$ cat config.mk
export PLATFORM = sky130hd
export DESIGN_NAME = mandelbrot_engine
export DESIGN_NICKNAME = d
export VERILOG_FILES = /design/src/rtl/mandelbrot_engine.sv
export SDC_FILE = /design/constraint.sdc
export NUM_CORES = 2
export LEC_CHECK = 0
export CORE_UTILIZATION = 50
export CTS_BUF_LIST = sky130_fd_sc_hd__clkbuf_4 sky130_fd_sc_hd__clkbuf_8 sky130_fd_sc_hd__clkbuf_16
export DETAILED_ROUTE_END_ITERATION = 10
export GPL_ROUTABILITY_DRIVEN = 1
export PLACE_DENSITY = 0.67
export SLEW_MARGIN = 20
export SYNTH_ARGS = -nofsm -noshare
export SYNTH_HDL_FRONTEND = slang
export SYNTH_SLANG_ARGS = --single-unit
$ cat constraint.sdc
create_clock -name i_clk -period 14.8 [get_ports i_clk]
set_input_delay 2.96 -clock i_clk [delete_from_list [all_inputs] [get_ports i_clk]]
set_output_delay 2.96 -clock i_clk [all_outputs]
set_load 0.02 [all_outputs]
$ cat src/rtl/mandelbrot_engine.sv
// Escape-time fractal engine: iterates z <- z^2 + c once per clock and reports the escape count.
// Optional macro MANDEL_ZOUT_EN exposes the terminating z value on o_z_re/o_z_im.
module mandelbrot_engine #(
    parameter int WIDTH  = 16,
    parameter int FRAC   = 12,
    parameter int ITER_W = 8
) (
    input  logic                     i_clk,
    input  logic                     i_rst,
    input  logic                     i_valid,
    output logic                     o_ready,
    input  logic                     i_mode,
    input  logic signed [WIDTH-1:0]  i_p_re,
    input  logic signed [WIDTH-1:0]  i_p_im,
    input  logic signed [WIDTH-1:0]  i_k_re,
    input  logic signed [WIDTH-1:0]  i_k_im,
    input  logic [ITER_W-1:0]        i_max_iter,
    output logic                     o_valid,
    input  logic                     i_ready,
    output logic [ITER_W-1:0]        o_iter,
    output logic                     o_bounded
`ifdef MANDEL_ZOUT_EN
    ,
    output logic signed [WIDTH-1:0]  o_z_re,
    output logic signed [WIDTH-1:0]  o_z_im
`endif
);

    localparam int W2 = 2 * WIDTH;
    localparam logic signed [W2-1:0] ESC_LIM = {{(W2-FRAC-3){1'b0}}, 3'b100, {FRAC{1'b0}}};

    typedef enum logic [1:0] {IDLE, ITER, DONE} state_t;

    function automatic logic signed [W2-1:0] fx_mul(input logic signed [WIDTH-1:0] a,
                                                     input logic signed [WIDTH-1:0] b);
        logic signed [W2-1:0] prod;
        prod = W2'(a) * W2'(b);
        return prod >>> FRAC;
    endfunction

    function automatic logic signed [WIDTH-1:0] wrap_w(input logic signed [W2-1:0] x);
        return x[WIDTH-1:0];
    endfunction

    state_t                    state_q, state_d;
    logic signed [WIDTH-1:0]   z_re_q, z_re_d, z_im_q, z_im_d;
    logic signed [WIDTH-1:0]   c_re_q, c_re_d, c_im_q, c_im_d;
    logic [ITER_W-1:0]         lim_q, lim_d, iter_q, iter_d;
    logic [ITER_W-1:0]         res_iter_q, res_iter_d;
    logic                      bnd_q, bnd_d;
    logic signed [WIDTH-1:0]   zo_re_q, zo_re_d, zo_im_q, zo_im_d;

    logic signed [W2-1:0]      re_sq, im_sq, re_im, mag, re_next, im_next;

    assign re_sq   = fx_mul(z_re_q, z_re_q);
    assign im_sq   = fx_mul(z_im_q, z_im_q);
    assign re_im   = fx_mul(z_re_q, z_im_q);
    // Magnitude is compared at full width so a large |z| escapes before any wrap.
    assign mag     = re_sq + im_sq;
    assign re_next = re_sq - im_sq + W2'(c_re_q);
    assign im_next = re_im + re_im + W2'(c_im_q);

    always_ff @(posedge i_clk or posedge i_rst) begin
        if (i_rst) begin
            state_q    <= IDLE;
            z_re_q     <= '0;
            z_im_q     <= '0;
            c_re_q     <= '0;
            c_im_q     <= '0;
            lim_q      <= '0;
            iter_q     <= '0;
            res_iter_q <= '0;
            bnd_q      <= 1'b0;
            zo_re_q    <= '0;
            zo_im_q    <= '0;
        end else begin
            state_q    <= state_d;
            z_re_q     <= z_re_d;
            z_im_q     <= z_im_d;
            c_re_q     <= c_re_d;
            c_im_q     <= c_im_d;
            lim_q      <= lim_d;
            iter_q     <= iter_d;
            res_iter_q <= res_iter_d;
            bnd_q      <= bnd_d;
            zo_re_q    <= zo_re_d;
            zo_im_q    <= zo_im_d;
        end
    end

    always_comb begin
        state_d    = state_q;
        z_re_d     = z_re_q;
        z_im_d     = z_im_q;
        c_re_d     = c_re_q;
        c_im_d     = c_im_q;
        lim_d      = lim_q;
        iter_d     = iter_q;
        res_iter_d = res_iter_q;
        bnd_d      = bnd_q;
        zo_re_d    = zo_re_q;
        zo_im_d    = zo_im_q;
        case (state_q)
            IDLE: begin
                if (i_valid) begin
                    state_d = ITER;
                    z_re_d  = i_p_re;
                    z_im_d  = i_p_im;
                    c_re_d  = i_mode ? i_k_re : i_p_re;
                    c_im_d  = i_mode ? i_k_im : i_p_im;
                    lim_d   = i_max_iter;
                    iter_d  = '0;
                end
            end
            ITER: begin
                // Escape outranks the limit when both hold in the same cycle.
                if (mag > ESC_LIM) begin
                    state_d    = DONE;
                    res_iter_d = iter_q;
                    bnd_d      = 1'b0;
                    zo_re_d    = z_re_q;
                    zo_im_d    = z_im_q;
                end else if (iter_q == lim_q) begin
                    state_d    = DONE;
                    res_iter_d = iter_q;
                    bnd_d      = 1'b1;
                    zo_re_d    = z_re_q;
                    zo_im_d    = z_im_q;
                end else begin
                    z_re_d = wrap_w(re_next);
                    z_im_d = wrap_w(im_next);
                    iter_d = iter_q + ITER_W'(1);
                end
            end
            DONE: begin
                if (i_ready) state_d = IDLE;
            end
            default: state_d = IDLE;
        endcase
    end

    assign o_ready   = (state_q == IDLE);
    assign o_valid   = (state_q == DONE);
    assign o_iter    = res_iter_q;
    assign o_bounded = bnd_q;
`ifdef MANDEL_ZOUT_EN
    assign o_z_re    = zo_re_q;
    assign o_z_im    = zo_im_q;
`endif

endmodule

# Word-level counts from Yosys, hierarchy flattened
# Index checks and enable logic that the tools add are counted.
[classes]
mul = 3
n_eq_ne = 8
reduce_logical = 7
n_div = 0
add_sub_neg = 6
magnitude_cmp = 1
n_bitwise = 0
shifts = 0
mux = 23
[ops]
columns = ["op", "n"]
rows = [
  ["$mux 16", 8],
  ["$mul 16x16->32", 2],
  ["$pmux 16 s2", 2],
  ["$add 16x16->16", 3],
  ["$mux 8", 5],
  ["$mul 16x16->28", 1],
  ["$add 20x20->21", 1],
  ["$gt 21x16->1 const B", 1],
  ["$pmux 8 s2", 1],
  ["$sub 16x16->16", 1],
  ["$add 8x1->8 const B", 1],
  ["$eq 8x8->1", 1],
  ["$mux 2", 4],
  ["$ne 2x2->1 const B", 3],
  ["$pmux 2 s3", 1],
  ["$reduce_and 2->1", 2],
  ["$reduce_and 4->1", 1],
  ["$reduce_bool 2->1", 2],
  ["$ne 3x3->1 const B", 1],
  ["$reduce_and 3->1", 1],
  ["$eq 2x1->1 const B", 1],
  ["$eq 2x2->1 const B", 1],
  ["$logic_not 2->1", 1],
  ["$mux 1", 2],
  ["$ne 2x1->1 const B", 1],
]
[word_totals]
word_cells = 57
memories = 0
ramBits = 0
latch_bits = 0
ff_bits = 91
input_bits = 77
romBits = 0

# Logic depth before layout (Yosys ltp)
[logic_depth]
depth_word = 6
mapped_depth = 43
ltp_nobuf = 40

# Least setup slack after synthesis
# OpenSTA, ideal clock, no wires.
[synth_path]
path_type = "register -> register"
start = "register z_im_q[15]"
end = "register iter_q[5]"
required_ps = 14722
path_slack_ps = 5735
period_less_slack_ps = 9065
path_stages_with_launch = 35
setup_time_ps = 78
arrival_ps = 8987
cell_sequence = "dfrtp_1 clkbuf_1 inv_1 clkbuf_1 buf_1 nor2_1 fa_1 inv_1 fa_1 inv_1 fa_1 fa_1 fa_1 fa_1 ha_1 and3_4 and2_1 a221oi_1 o211ai_2 o311a_1 o21a_1 o21a_1 o21a_1 o21a_1 nor2_1 xnor2_1 ha_1 nor4_1 nand2_1 a211oi_1 o22ai_1 inv_1 a22oi_2 or4_1 a21oi_1"
[synth_via]
elab_chain_len = 5
[synth_rtl]
columns = ["item", "line", "rtl"]
rows = [
  ["from (decl)", "46", "logic signed [WIDTH-1:0] z_re_q, z_re_d, z_im_q, z_im_d;"],
  ["from (signal assigned)", "79", "z_im_q <= z_im_d;"],
  ["$mul 16x16->32", "37", "prod = W2'(a) * W2'(b);"],
  ["$add 20x20->21", "59", "assign mag = re_sq + im_sq;"],
  ["$gt 21x16->1", "117", "if (mag > ESC_LIM) begin"],
  ["$ne 2x2->1 (no line)", "-", ""],
  ["$reduce_and 4->1 (no line)", "-", ""],
  ["to (signal assigned)", "83", "iter_q <= iter_d;"],
  ["to (decl)", "48", "logic [ITER_W-1:0] lim_q, lim_d, iter_q, iter_d;"],
]
# Every way passes these cells.
# A chain may end at the register's enable or synchronous reset.

# Worst setup path in the final report
[layout_path]
start = "register z_im_q[2]"
end = "register iter_q[7]"
# The elaborated chain is that of the path after synthesis.

==> metrics.cfg <==
[yosys]
synth-edff-count=0
ys_async_sr_fraction_pct=100
muxShareOfSynthArea_pct=1.43
yosys.area_share.simple_pct=10.7
ys_top_cells_by_area=fa_1, ha_1, inv_1
synth-xor-area-share_pct=3.94
synth_compound_area_share_pct=7.19
synth_nets=4658
synth_top_family_by_area=adder cells
yosys_warnings=0
ys_types=70
yosys_register_bits=91
ys_seq_area_share_pct=7.17
synth_area_leader_cell=fa_1
synth_top_area_share_pct=44.5
synthAdderAreaFrac_pct=56.4
synthCells=3573
synthFlopType=dfrtp_1
netlist_area_um2=31700
avgSynthCellArea_um2=8.89

[layout]
n_antenna_cell=0
nFillCells=5874
post_route_cells_drive_above_1_share_pct=2.79
layout.nets=4668
syn_to_final_growth_pct=6.60
final_cells=4434

[routing]
postRouteAntennaNets=0
drt_iter0_drc=1651
drc=0
vias=23300
firstDrtPassIters=6
avgViaCountPerCell=5.25
post_drt_wl_per_cell_um=17.9
routed_wirelength_mm=79.2

[placement]
gp_congestion=0.908
dp_hpwl_mm=63.2
io_buffers=87
dp.cells=4417

[sta]
drv_slew=0
min_period_ps=10980
fin_crit_sh_pct=74.2
slew_headroom_pct=25.9
hold_viol_final=0
clock_skew_ps=14.0
worstMarginPinSlew_ps=1110
tns_ps=0
max_freq_mhz=91.1
setup_viol=0
rsz0062_at_grt=false

[worst_setup_path]
r2r_start=z_im_q[2]
reg2reg_slack_ps=3820
worstPathMaxFanout=50
worst_path_most_repeated_cell=fa_1
timing.rr.end=iter_q[7]
startpoint=z_im_q[2]
worstPathArrival_ps=11290
worstSetupEndpointType=register
crit_required_ps=15110
max_stage_delay_ps=910
criticalPathCategory=register to register
rr_worst_depth=36
cp_slowest_cell=dfrtp_1
cp-start-kind=register

[grt]
grt_pass1_vias=24100
grt_pass1_wl_mm=129
gr-total-overflow=0
grt_start_max_net_pins=79
grt_usage_pct=26.2
antenna_found_initial=0

[cts]
cts_hold_buffers=0
cts_buffers=9
cts-root-buf=clkbuf_16
h-tree-depth=3
cts-resized-gates=0
insertion_delay_ps=400
cts_tree=yes
postCtsSetupRepairBufs=0
cts.reportedPaths.clkPinSlew_ps=80
clock_sinks=91
cts_buffer_depth=2

[die]
die_h_um=254
row_count=92
initial_utilization_pct=50.5
io_pins=88
dieArea_um2=64500
die_w_um=254
fp.coreArea_um2=62900

[min_path]
worstHoldPathCells=2
min_to=lim_q[4]
min_path_type=register to register
min_from=lim_q[4]

[outcome]
status=finished clean

[run]
max_cap_violations=0

metal layers:
layer,vias to the layer above,GRT usage [%],share of wire [%]
met4,0,8.21,3.3
met5,-,0,0
met1,11700,35.5,41
met3,126,4.20,7.9
li1,10700,-,-
met2,845,43.1,48
kinds of logic (layout without fill, tap and decap cells):
group | after synthesis | after routing
buffers and inverters | 1115 | 1130
adders and majority gates | 1008 | 1008
and+or+nand+nor | 814 | 814
AOI/OAI and AO/OA | 359 | 359
xor gates and xnor gates | 142 | 142
DFF | 91 | 91
muxes | 44 | 44
worst max-delay path by stage:
stage | end | slack (ps) | cells past startpoint
after global routing | iter_q[7] | 2910 | 35
after CTS | z_im_q[15] | 3730 | 36
after floorplan | iter_q[5] | 5730 | 34
after detailed placement | z_im_q[15] | 3780 | 36
final | iter_q[7] | 3820 | 36
after global placement | z_im_q[15] | 4010 | 36
cell type report:
| type | instances | area, um2 | share of cell area (%) |
|---|---|---|---|
| flip-flops and latches | 91 | 2280 | 6.73 |
| clock inverters | 6 | 73.8 | 0.218 |
| multi-input cells | 2367 | 25300 | 74.7 |
| well taps | 846 | 1060 | 3.13 |
| inverters | 983 | 3690 | 10.9 |
| repair buffers | 131 | 1220 | 3.59 |
| clock buffers | 10 | 239 | 0.706 |
registers in the layout (all words and copies together) (netlist names):
name	cells
o_iter	8
lim_q	8
iter_q	8
o_bounded	1
z_re_q	16
c_im_q	16
z_im_q	16
c_re_q	16
state_q	2
cell usage after synthesis (3+ instances only):
cell / instances
inv_2: 3
nand4_1: 16
a31oi_1: 6
ha_1: 303
o211ai_1: 8
nor4_1: 6
xor2_1: 33
a2111oi_0: 3
inv_1: 976
a31o_2: 6
nor2_1: 311
nand2b_1: 13
dfrtp_1: 91
o221ai_1: 3
nor3_1: 32
and2_1: 13
a21boi_0: 4
or2_2: 3
o22ai_1: 32
a21oi_1: 143
o311ai_0: 3
nand2_1: 361
nand3_1: 22
mux2_2: 10
o31a_1: 5
nor2b_1: 11
o311a_1: 3
fa_1: 705
a21o_1: 19
o2111ai_1: 4
xnor2_1: 108
buf_2: 11
o21a_1: 26
o21bai_1: 11
clkinv_1: 4
a211oi_1: 8
or3_1: 5
clkbuf_1: 94
o31ai_1: 8
and3_1: 10
buf_1: 27
o21ai_0: 46
mux2i_1: 34
stage by stage:
step | worst slack [ps] | hold slack, ps | cell area [um2] | util (%)
2_1_floorplan | 5730 | 467 | 31700 | -
3_3_place_gp | 4010 | 481 | 33500 | 53.3
3_5_place_dp | 3780 | 484 | 33500 | 53.3
4_1_cts | 3730 | 504 | 33800 | 53.8
5_1_grt | 2910 | 517 | 33800 | 53.9
6_report | 3820 | 495 | 33800 | 53.9
critical path, delay by kind of cell, from the launching register on:
kind	cells	cell delay, ps
XOR/XNOR	1	360
AND/OR/NAND/NOR	7	1510
adder cells (fa/ha/maj)	8	3540
flip-flops	1	910
AO/OA/AOI/OAI	14	3190
buffers and inverters	6	1340
placed cells by master (no fill, tap or decap), types with 32 or more instances in the layout:
cell type,Yosys,routed
ha_1,303,303
o21ai_0,46,46
xor2_1,33,33
a21oi_1,143,142
clkdlybuf4s50_1,0,86
inv_1,976,975
xnor2_1,108,108
nor2_1,311,311
o22ai_1,32,32
nor3_1,32,32
nand2_1,361,360
fa_1,705,705
dfrtp_1,91,91
mux2i_1,34,34
buf_4,0,43
Power is not shown: default switching activity piles up to over one toggle a cycle in this logic, so the estimate is an artifact.
